==> src/rtl/xadc_current_monitor_pkg.sv <==
// Shared definitions for the XADC current monitor: scan FSM encoding, aux-channel DRP
// addresses and extraction of the 12-bit conversion result from a DRP read word.
package xadc_current_monitor_pkg;

   typedef enum logic [1:0] {
      ST_IDLE   = 2'd0,
      ST_ISSUE  = 2'd1,
      ST_WAIT   = 2'd2,
      ST_UPDATE = 2'd3
   } state_t;

   localparam logic [6:0] VAUX6  = 7'h16;
   localparam logic [6:0] VAUX14 = 7'h1E;

   localparam int RES_MSB = 15;
   localparam int RES_LSB = 4;
   localparam int RES_W   = RES_MSB - RES_LSB + 1;

   // XADC left-justifies its 12-bit code in the 16-bit status register
   function automatic logic [RES_W-1:0] drp_result(input logic [15:0] word);
      return word[RES_MSB:RES_LSB];
   endfunction

endpackage

==> src/rtl/xadc_current_monitor_if.sv <==
// DRP port between the current monitor (master) and the XADC wizard instance (slave).
interface xadc_current_monitor_if;

   logic        drp_den;
   logic [6:0]  drp_daddr;
   logic        drp_drdy;
   logic [15:0] drp_do;

   modport master (output drp_den, output drp_daddr, input drp_drdy, input drp_do);
   modport slave  (input drp_den, input drp_daddr, output drp_drdy, output drp_do);

endinterface

==> src/rtl/current_hyst_channel.sv <==
// One monitored channel: debounced hysteresis on each new sample plus a sticky trip flag.
module current_hyst_channel #(
   parameter int TRIP_HI  = 950,
   parameter int TRIP_LO  = 900,
   parameter int DEBOUNCE = 4
) (
   input  logic        clk,
   input  logic        reset,
   input  logic        upd,
   input  logic [11:0] sample,
   input  logic        trip_clear,
   output logic        over,
   output logic        trip
);

   localparam int CNT_W = (DEBOUNCE > 1) ? $clog2(DEBOUNCE + 1) : 1;

   logic [CNT_W-1:0] cnt;
   logic [CNT_W-1:0] cnt_inc;
   logic             qual;
   logic             done;
   logic             rise;

   // A qualifying sample is one that argues for leaving the current state
   always_comb begin
      qual    = over ? (sample < 12'(TRIP_LO)) : (sample >= 12'(TRIP_HI));
      cnt_inc = cnt + CNT_W'(1);
      done    = qual && (cnt_inc == CNT_W'(DEBOUNCE));
      rise    = upd && done && !over;
   end

   always_ff @(posedge clk) begin
      if (reset) begin
         cnt  <= '0;
         over <= 1'b0;
         trip <= 1'b0;
      end else begin
         if (upd) begin
            if (!qual) begin
               cnt <= '0;
            end else if (done) begin
               cnt  <= '0;
               over <= !over;
            end else begin
               cnt <= cnt_inc;
            end
         end
         // a new rise outranks a simultaneous clear request
         if (rise) begin
            trip <= 1'b1;
         end else if (trip_clear && !over) begin
            trip <= 1'b0;
         end
      end
   end

endmodule

==> src/rtl/xadc_current_monitor.sv <==
// DRP master that periodically scans NUM_CH XADC aux channels and feeds each result
// through a per-channel hysteresis/debounce stage producing overcurrent and trip flags.
module xadc_current_monitor
   import xadc_current_monitor_pkg::*;
#(
   parameter int                  NUM_CH      = 2,
   parameter logic [NUM_CH*7-1:0] CH_ADDR     = {VAUX14, VAUX6},
   parameter int                  SAMPLE_DIV  = 262144,
   parameter int                  TRIP_HI     = 950,
   parameter int                  TRIP_LO     = 900,
   parameter int                  DEBOUNCE    = 4,
   parameter int                  DRP_TIMEOUT = 255
) (
   input  logic                   clk,
   input  logic                   reset,
   xadc_current_monitor_if.master drp,
   input  logic                   trip_clear,
   output logic [NUM_CH*12-1:0]   current_value,
   output logic                   sample_valid,
   output logic [2:0]             sample_ch,
   output logic [NUM_CH-1:0]      overcurrent,
   output logic [NUM_CH-1:0]      trip_latched,
   output logic                   reset_out,
   output logic                   drp_error
);

   localparam int DIV_W  = (SAMPLE_DIV > 1) ? $clog2(SAMPLE_DIV) : 1;
   localparam int WAIT_W = (DRP_TIMEOUT > 1) ? $clog2(DRP_TIMEOUT + 1) : 1;

   state_t            state;
   logic [DIV_W-1:0]  div_q;
   logic [WAIT_W-1:0] wcnt;
   logic [2:0]        ch;
   logic [11:0]       sample_p0;
   logic [NUM_CH-1:0] upd_stb;
   logic              tick;
   logic              last_ch;
   logic [2:0]        ch_nxt;

   function automatic logic [6:0] addr_of(input logic [2:0] c);
      logic [6:0] a;
      a = '0;
      for (int i = 0; i < NUM_CH; i++) begin
         if (c == 3'(i)) a = CH_ADDR[i*7 +: 7];
      end
      return a;
   endfunction

   always_comb begin
      tick    = (div_q == DIV_W'(SAMPLE_DIV - 1));
      last_ch = (ch == 3'(NUM_CH - 1));
      ch_nxt  = ch + 3'd1;
      upd_stb = '0;
      for (int i = 0; i < NUM_CH; i++) begin
         upd_stb[i] = (state == ST_UPDATE) && (ch == 3'(i));
      end
   end

   always_ff @(posedge clk) begin
      if (reset) begin
         state         <= ST_IDLE;
         div_q         <= '0;
         wcnt          <= '0;
         ch            <= '0;
         drp.drp_den   <= 1'b0;
         drp.drp_daddr <= '0;
         current_value <= '0;
         sample_valid  <= 1'b0;
         sample_ch     <= '0;
         reset_out     <= 1'b0;
         drp_error     <= 1'b0;
      end else begin
         div_q        <= tick ? '0 : div_q + DIV_W'(1);
         drp.drp_den  <= 1'b0;
         sample_valid <= 1'b0;
         reset_out    <= |trip_latched;
         // a tick that arrives while a scan is still running is an overrun
         if (tick && state != ST_IDLE) drp_error <= 1'b1;

         case (state)
            ST_IDLE: begin
               if (tick) begin
                  ch            <= '0;
                  state         <= ST_ISSUE;
                  drp.drp_den   <= 1'b1;
                  drp.drp_daddr <= addr_of(3'd0);
               end
            end
            ST_ISSUE: begin
               wcnt  <= '0;
               state <= ST_WAIT;
            end
            ST_WAIT: begin
               if (drp.drp_drdy) begin
                  sample_p0    <= drp_result(drp.drp_do);
                  sample_valid <= 1'b1;
                  sample_ch    <= ch;
                  state        <= ST_UPDATE;
                  for (int i = 0; i < NUM_CH; i++) begin
                     if (ch == 3'(i)) current_value[i*12 +: 12] <= drp_result(drp.drp_do);
                  end
               end else if (wcnt == WAIT_W'(DRP_TIMEOUT - 1)) begin
                  drp_error <= 1'b1;
                  if (last_ch) begin
                     state <= ST_IDLE;
                  end else begin
                     ch            <= ch_nxt;
                     state         <= ST_ISSUE;
                     drp.drp_den   <= 1'b1;
                     drp.drp_daddr <= addr_of(ch_nxt);
                  end
               end else begin
                  wcnt <= wcnt + WAIT_W'(1);
               end
            end
            ST_UPDATE: begin
               if (last_ch) begin
                  state <= ST_IDLE;
               end else begin
                  ch            <= ch_nxt;
                  state         <= ST_ISSUE;
                  drp.drp_den   <= 1'b1;
                  drp.drp_daddr <= addr_of(ch_nxt);
               end
            end
            default: state <= ST_IDLE;
         endcase
      end
   end

   // Hysteresis stage: each channel sees the captured sample during its UPDATE cycle
   for (genvar g = 0; g < NUM_CH; g++) begin : g_ch
      current_hyst_channel #(
         .TRIP_HI  (TRIP_HI),
         .TRIP_LO  (TRIP_LO),
         .DEBOUNCE (DEBOUNCE)
      ) u_hyst (
         .clk        (clk),
         .reset      (reset),
         .upd        (upd_stb[g]),
         .sample     (sample_p0),
         .trip_clear (trip_clear),
         .over       (overcurrent[g]),
         .trip       (trip_latched[g])
      );
   end

endmodule
==> src/flat_wrapper.sv <==
// flat-port wrapper written by rule: the top's interface ports become plain ports
module xadc_current_monitor_flat import xadc_current_monitor_pkg::*;
#(
   parameter int                  NUM_CH      = 2,
   parameter logic [NUM_CH*7-1:0] CH_ADDR     = {VAUX14, VAUX6},
   parameter int                  SAMPLE_DIV  = 262144,
   parameter int                  TRIP_HI     = 950,
   parameter int                  TRIP_LO     = 900,
   parameter int                  DEBOUNCE    = 4,
   parameter int                  DRP_TIMEOUT = 255
)
  (clk, reset, trip_clear, current_value, sample_valid, sample_ch, overcurrent, trip_latched, reset_out, drp_error, drp_drp_den, drp_drp_daddr, drp_drp_drdy, drp_drp_do);
  xadc_current_monitor_if drp_i ();
  input  logic clk;
  input  logic reset;
  input  logic trip_clear;
  output logic [NUM_CH*12-1:0] current_value;
  output logic sample_valid;
  output logic [2:0] sample_ch;
  output logic [NUM_CH-1:0] overcurrent;
  output logic [NUM_CH-1:0] trip_latched;
  output logic reset_out;
  output logic drp_error;
  output wire logic [$bits(drp_i.drp_den)-1:0] drp_drp_den;
  output wire logic [$bits(drp_i.drp_daddr)-1:0] drp_drp_daddr;
  input wire logic [$bits(drp_i.drp_drdy)-1:0] drp_drp_drdy;
  input wire logic [$bits(drp_i.drp_do)-1:0] drp_drp_do;
  assign drp_drp_den = drp_i.drp_den;
  assign drp_drp_daddr = drp_i.drp_daddr;
  assign drp_i.drp_drdy = drp_drp_drdy;
  assign drp_i.drp_do = drp_drp_do;
  xadc_current_monitor #(.NUM_CH(NUM_CH), .CH_ADDR(CH_ADDR), .SAMPLE_DIV(SAMPLE_DIV), .TRIP_HI(TRIP_HI), .TRIP_LO(TRIP_LO), .DEBOUNCE(DEBOUNCE), .DRP_TIMEOUT(DRP_TIMEOUT)) u_core (.clk(clk), .reset(reset), .drp(drp_i), .trip_clear(trip_clear), .current_value(current_value), .sample_valid(sample_valid), .sample_ch(sample_ch), .overcurrent(overcurrent), .trip_latched(trip_latched), .reset_out(reset_out), .drp_error(drp_error));
endmodule
==> config.mk <==
export PLATFORM = sky130hd
export DESIGN_NAME = xadc_current_monitor_flat
export DESIGN_NICKNAME = d
export VERILOG_FILES = /design/src/rtl/xadc_current_monitor_pkg.sv /design/src/rtl/xadc_current_monitor_if.sv /design/src/rtl/current_hyst_channel.sv /design/src/rtl/xadc_current_monitor.sv /design/src/flat_wrapper.sv
export SDC_FILE = /design/constraint.sdc
export NUM_CORES = 1
export LEC_CHECK = 0
export ABC_AREA = 1
export CAP_MARGIN = 10
export CORE_MARGIN = 3
export CORE_UTILIZATION = 40
export DETAILED_ROUTE_END_ITERATION = 7
export HOLD_SLACK_MARGIN = 0.02
export SLEW_MARGIN = 20
export SYNTH_ARGS = -nofsm -noshare
export SYNTH_HDL_FRONTEND = slang
export SYNTH_SLANG_ARGS = --single-unit
export TNS_END_PERCENT = 20
==> constraint.sdc <==
create_clock -name clk -period 4.79 [get_ports clk]
set_input_delay 0.958 -clock clk [delete_from_list [all_inputs] [get_ports clk]]
set_output_delay 0.958 -clock clk [all_outputs]
set_load 0.1 [all_outputs]
==> summary.md <==
| Metric | Value |
|---|---|
| Status | finished, final reports clean |
| Die Y | roughly 100 um |
| Crit path required time | roughly 3.8 ns |
| Worst-path cell chain | clkdlybuf4s50_1 |
| Post-synthesis cell area | around 3800 um^2 |
| CP startpoint kind | flop |
| Clk Latency, worst-skew pair | ~0.36 ns |
| Avg Cell Area, Syn | between 7 and 8 um^2 |
| Die X | 103 um |
| Clock Skew | between 0.01 and 0.015 ns |
| Gr usage total | 0.160 |
| Area of the multi-input gates | 1630 um^2 |
| Hold buffers post-CTS | 0 |
| Initial antenna violation count | 0 |
| Final GP Congestion | 0.855 |
| Iteration-0 DRC Markers | roughly 100 |
| Post-route cell area | 4500 um^2 |
| Filler cell count | 898 |
| Total power | around 1.5 mW |
| Gate power share | 0.169 |
| Clock transition at path regs | 0.07 ns |
| Worst-Margin Slew | between 0.9 and 1 ns |
| Post-Place Cell Area | approximately 4300 um^2 |
| Crit path max-delay family | buffers and inverters |
| CTS max path bufs | 2 |
| Grt met2 use | 0.245 |
| Leading area contributor after synthesis | dfxtp_1 |
| Sequential power share | 0.501 |
| Vias | between 3,000 and 4,000 |
| PD cells | approximately 340 nW/um^2 |
| Drt first pass iters | 4 |
| Drt total wl | between 7 and 8 mm |
| Grt met1 use | 0.207 |
| DRC | 0 |
| Root Buffer Master | clkbuf_8 |
| Register area | roughly 1800 um^2 |
| Core area | between 8000 and 9000 um^2 |
| First-pass GRT wire length | 13.2 mm |
| Maximum number of pins on one net before global-route repair | 34 |
| Share of cells above drive strength 1 | 0.0712 |
| Vias in the first global route | a little under 3,000 |
| Post-route minimum period | 2.92 ns |
| Register bit total from synthesis | between 80 and 90 |
| Vias per Instance | between 4 and 5 |
| Nets@finish | 560 |
| Final TNS setup | 0 ns |
| Ys Warns | 0 |
| Share of the synthesized area in the top cell type | 0.395 |
| Post-synthesis sequential area ratio | 0.483 |
| Max Fclk | around 340 MHz |
| Area delta synth->final | 20.0% |
| GR peak layer | met2 |
| RSZ-0062 raised after global routing | false |
| Post-CTS setup buffer count | 0 |
| Post-CTS Resized | 0 |
| TritonCTS sink count | between 80 and 90 |
| Hold Vio Cnt, Final | 0 |
| Leak | roughly 1.8 nW |
| Fin. max-slew vios | 0 |
| Worst rel slew slack | 0.333 |
| Internal power | around 1.1 mW |
| Critical Path AT | 1.96 ns |
| Critical-path top delay cell | clkdlybuf4s50_1 |
| Synthesized netlist cell count | about 480 |
| ANT nets after route | 0 |
| Worst path max stage delay | roughly 1.2 ns |
| Row cnt | 34 |
| Top post-synthesis cells by area | dfxtp_1 (39%), nor2_1 (11%), edfxtp_1 (8.8%) |
| Clk pwr share | 0.329 |
| Hpwl dp | ~5.6 mm |
| Max VDD drop | approximately 0.19 mV |
| Max-cap violation count | 0 |
| Most frequent cells in the layout | nor2_1 (112), nand2_1 (74), dfxtp_1 (74), clkdlybuf4s50_1 (54), inv_1 (44) |
| Initial Util | 0.420 |
| Beginning of the critical path | u_core.g_ch[0].u_hyst.over$_SDFFE_PP0P_ |
| Crit Path Category | reg -> out |
| Port Buf Inserts | 54 |
| Max FO, Critical Path | 6 |
| Commonest non-fill, non-tap cell in the layout | nor2_1 |
| Worst min path class | reg -> reg |
| Switch share | 0.306 |
| Setup Slack @ Placement | ~1.7 ns |
| H-tree lvl count | 3 |
| Met3 usage | 0.0677 |
| DR WL/cell | ~12 um |
| Ant diodes | 0 |
| Netlist cell types | 35 |
| Hold Crit Start | u_core.div_q[0]$_SDFF_PP0_ |
| Grt ovf | 0 |
| Full die area | ~11,000 um^2 |
| Final period utilization | 0.610 |
| CTS tree | built |
| # IOs | a little over 60 |
| Crit end category | output port |
| Final setup violation count | 0 |
| Placed insts | 626 |
| Bufs and invs on worst path | 1 |
| Min setup slack post-route | roughly 1.9 ns |
| Total CTS buffers | 9 |
| R2r startpoint | u_core.state[1]$_SDFFE_PP0P_ |
| Switch Pwr | 0.463 mW |
| Non-Filler Instances | roughly 640 |
==> state kept, by name (all words and copies together), names as in the netlist, 3 cells and up <==
register and count:
u_core.current_value 24, u_core.wcnt 8, u_core.sample_p0 11, u_core.ch 3, u_core.div_q 18, u_core.g_ch.u_hyst.cnt 6, u_core.sample_ch 3
==> power groups by stage <==
stage          Combinational (mW)  Clock [mW]  Sequential [mW]
3_3_place_gp                0.257           0            0.775
5_1_grt                     0.276       0.545            0.763
4_1_cts                     0.258       0.517            0.759
3_5_place_dp                0.258           0            0.776
2_1_floorplan               0.127           0            0.850
6_report                    0.257       0.499            0.759
==> per-stage QoR <==
step | hold WS, ns | utilization
after floorplan | 0.430 | -
after global placement | 0.448 | 0.483
after detailed placement | 0.452 | 0.483
after CTS | 0.475 | 0.504
after global routing | 0.501 | 0.504
final | 0.474 | 0.504
==> cell type report <==
class | instances | area share
Sequential cell | 85 | 0.402
Tap cell | 108 | 0.0300
Clock buffer | 11 | 0.0292
Clock inverter | 5 | 0.0133
Multi-Input combinational cell | 329 | 0.362
Timing Repair Buffer | 55 | 0.122
Inverter | 49 | 0.0411
==> worst paths after layout <==
kind                            depth (start not counted)                                     to  slack, ns
worst min-delay path                                    1             u_core.div_q[0]$_SDFF_PP0_       0.47
worst min register to register                          1             u_core.div_q[0]$_SDFF_PP0_       0.47
worst max register to register                          7  u_core.current_value[23]$_SDFFE_PP0P_       2.53
worst max-delay path                                    1                         overcurrent[0]       1.87
==> cell families (layout without fill, tap and decap cells) <==
family / after synthesis / after routing / share of synthesized area
fa+ha+maj: 11 / 11 / 0.0367
buf+inv: 69 / 120 / 0.0847
xor+xnor: 11 / 11 / 0.0257
other cells: 1 / 3 / 0.000999
flops: 85 / 85 / 0.483
compound gates: 59 / 59 / 0.0847
simple gates: 245 / 245 / 0.285
==> synthesized netlist by cell type (all sizes together) <==
cell type / count
a211oi: 2
a21oi: 24
and2: 2
and3: 1
buf: 15
clkbuf: 5
clkinv: 1
conb: 1
dfxtp: 74
edfxtp: 11
ha: 11
inv: 48
nand2: 80
nand3: 21
nand4: 12
nor2: 118
nor3: 5
nor3b: 2
o21a: 1
o21ai: 31
o31ai: 1
or2: 4
xnor2: 4
xor2: 7
==> per-layer routing <==
| metal | routed length [um] | vias to the layer above |
|---|---|---|
| li1 | - | 1618 |
| met5 | 0 | - |
| met4 | 79 | 0 |
| met1 | 3740 | 1373 |
| met3 | 463 | 6 |
| met2 | 3480 | 55 |
Note: power is estimated with default switching activity, not from simulation.
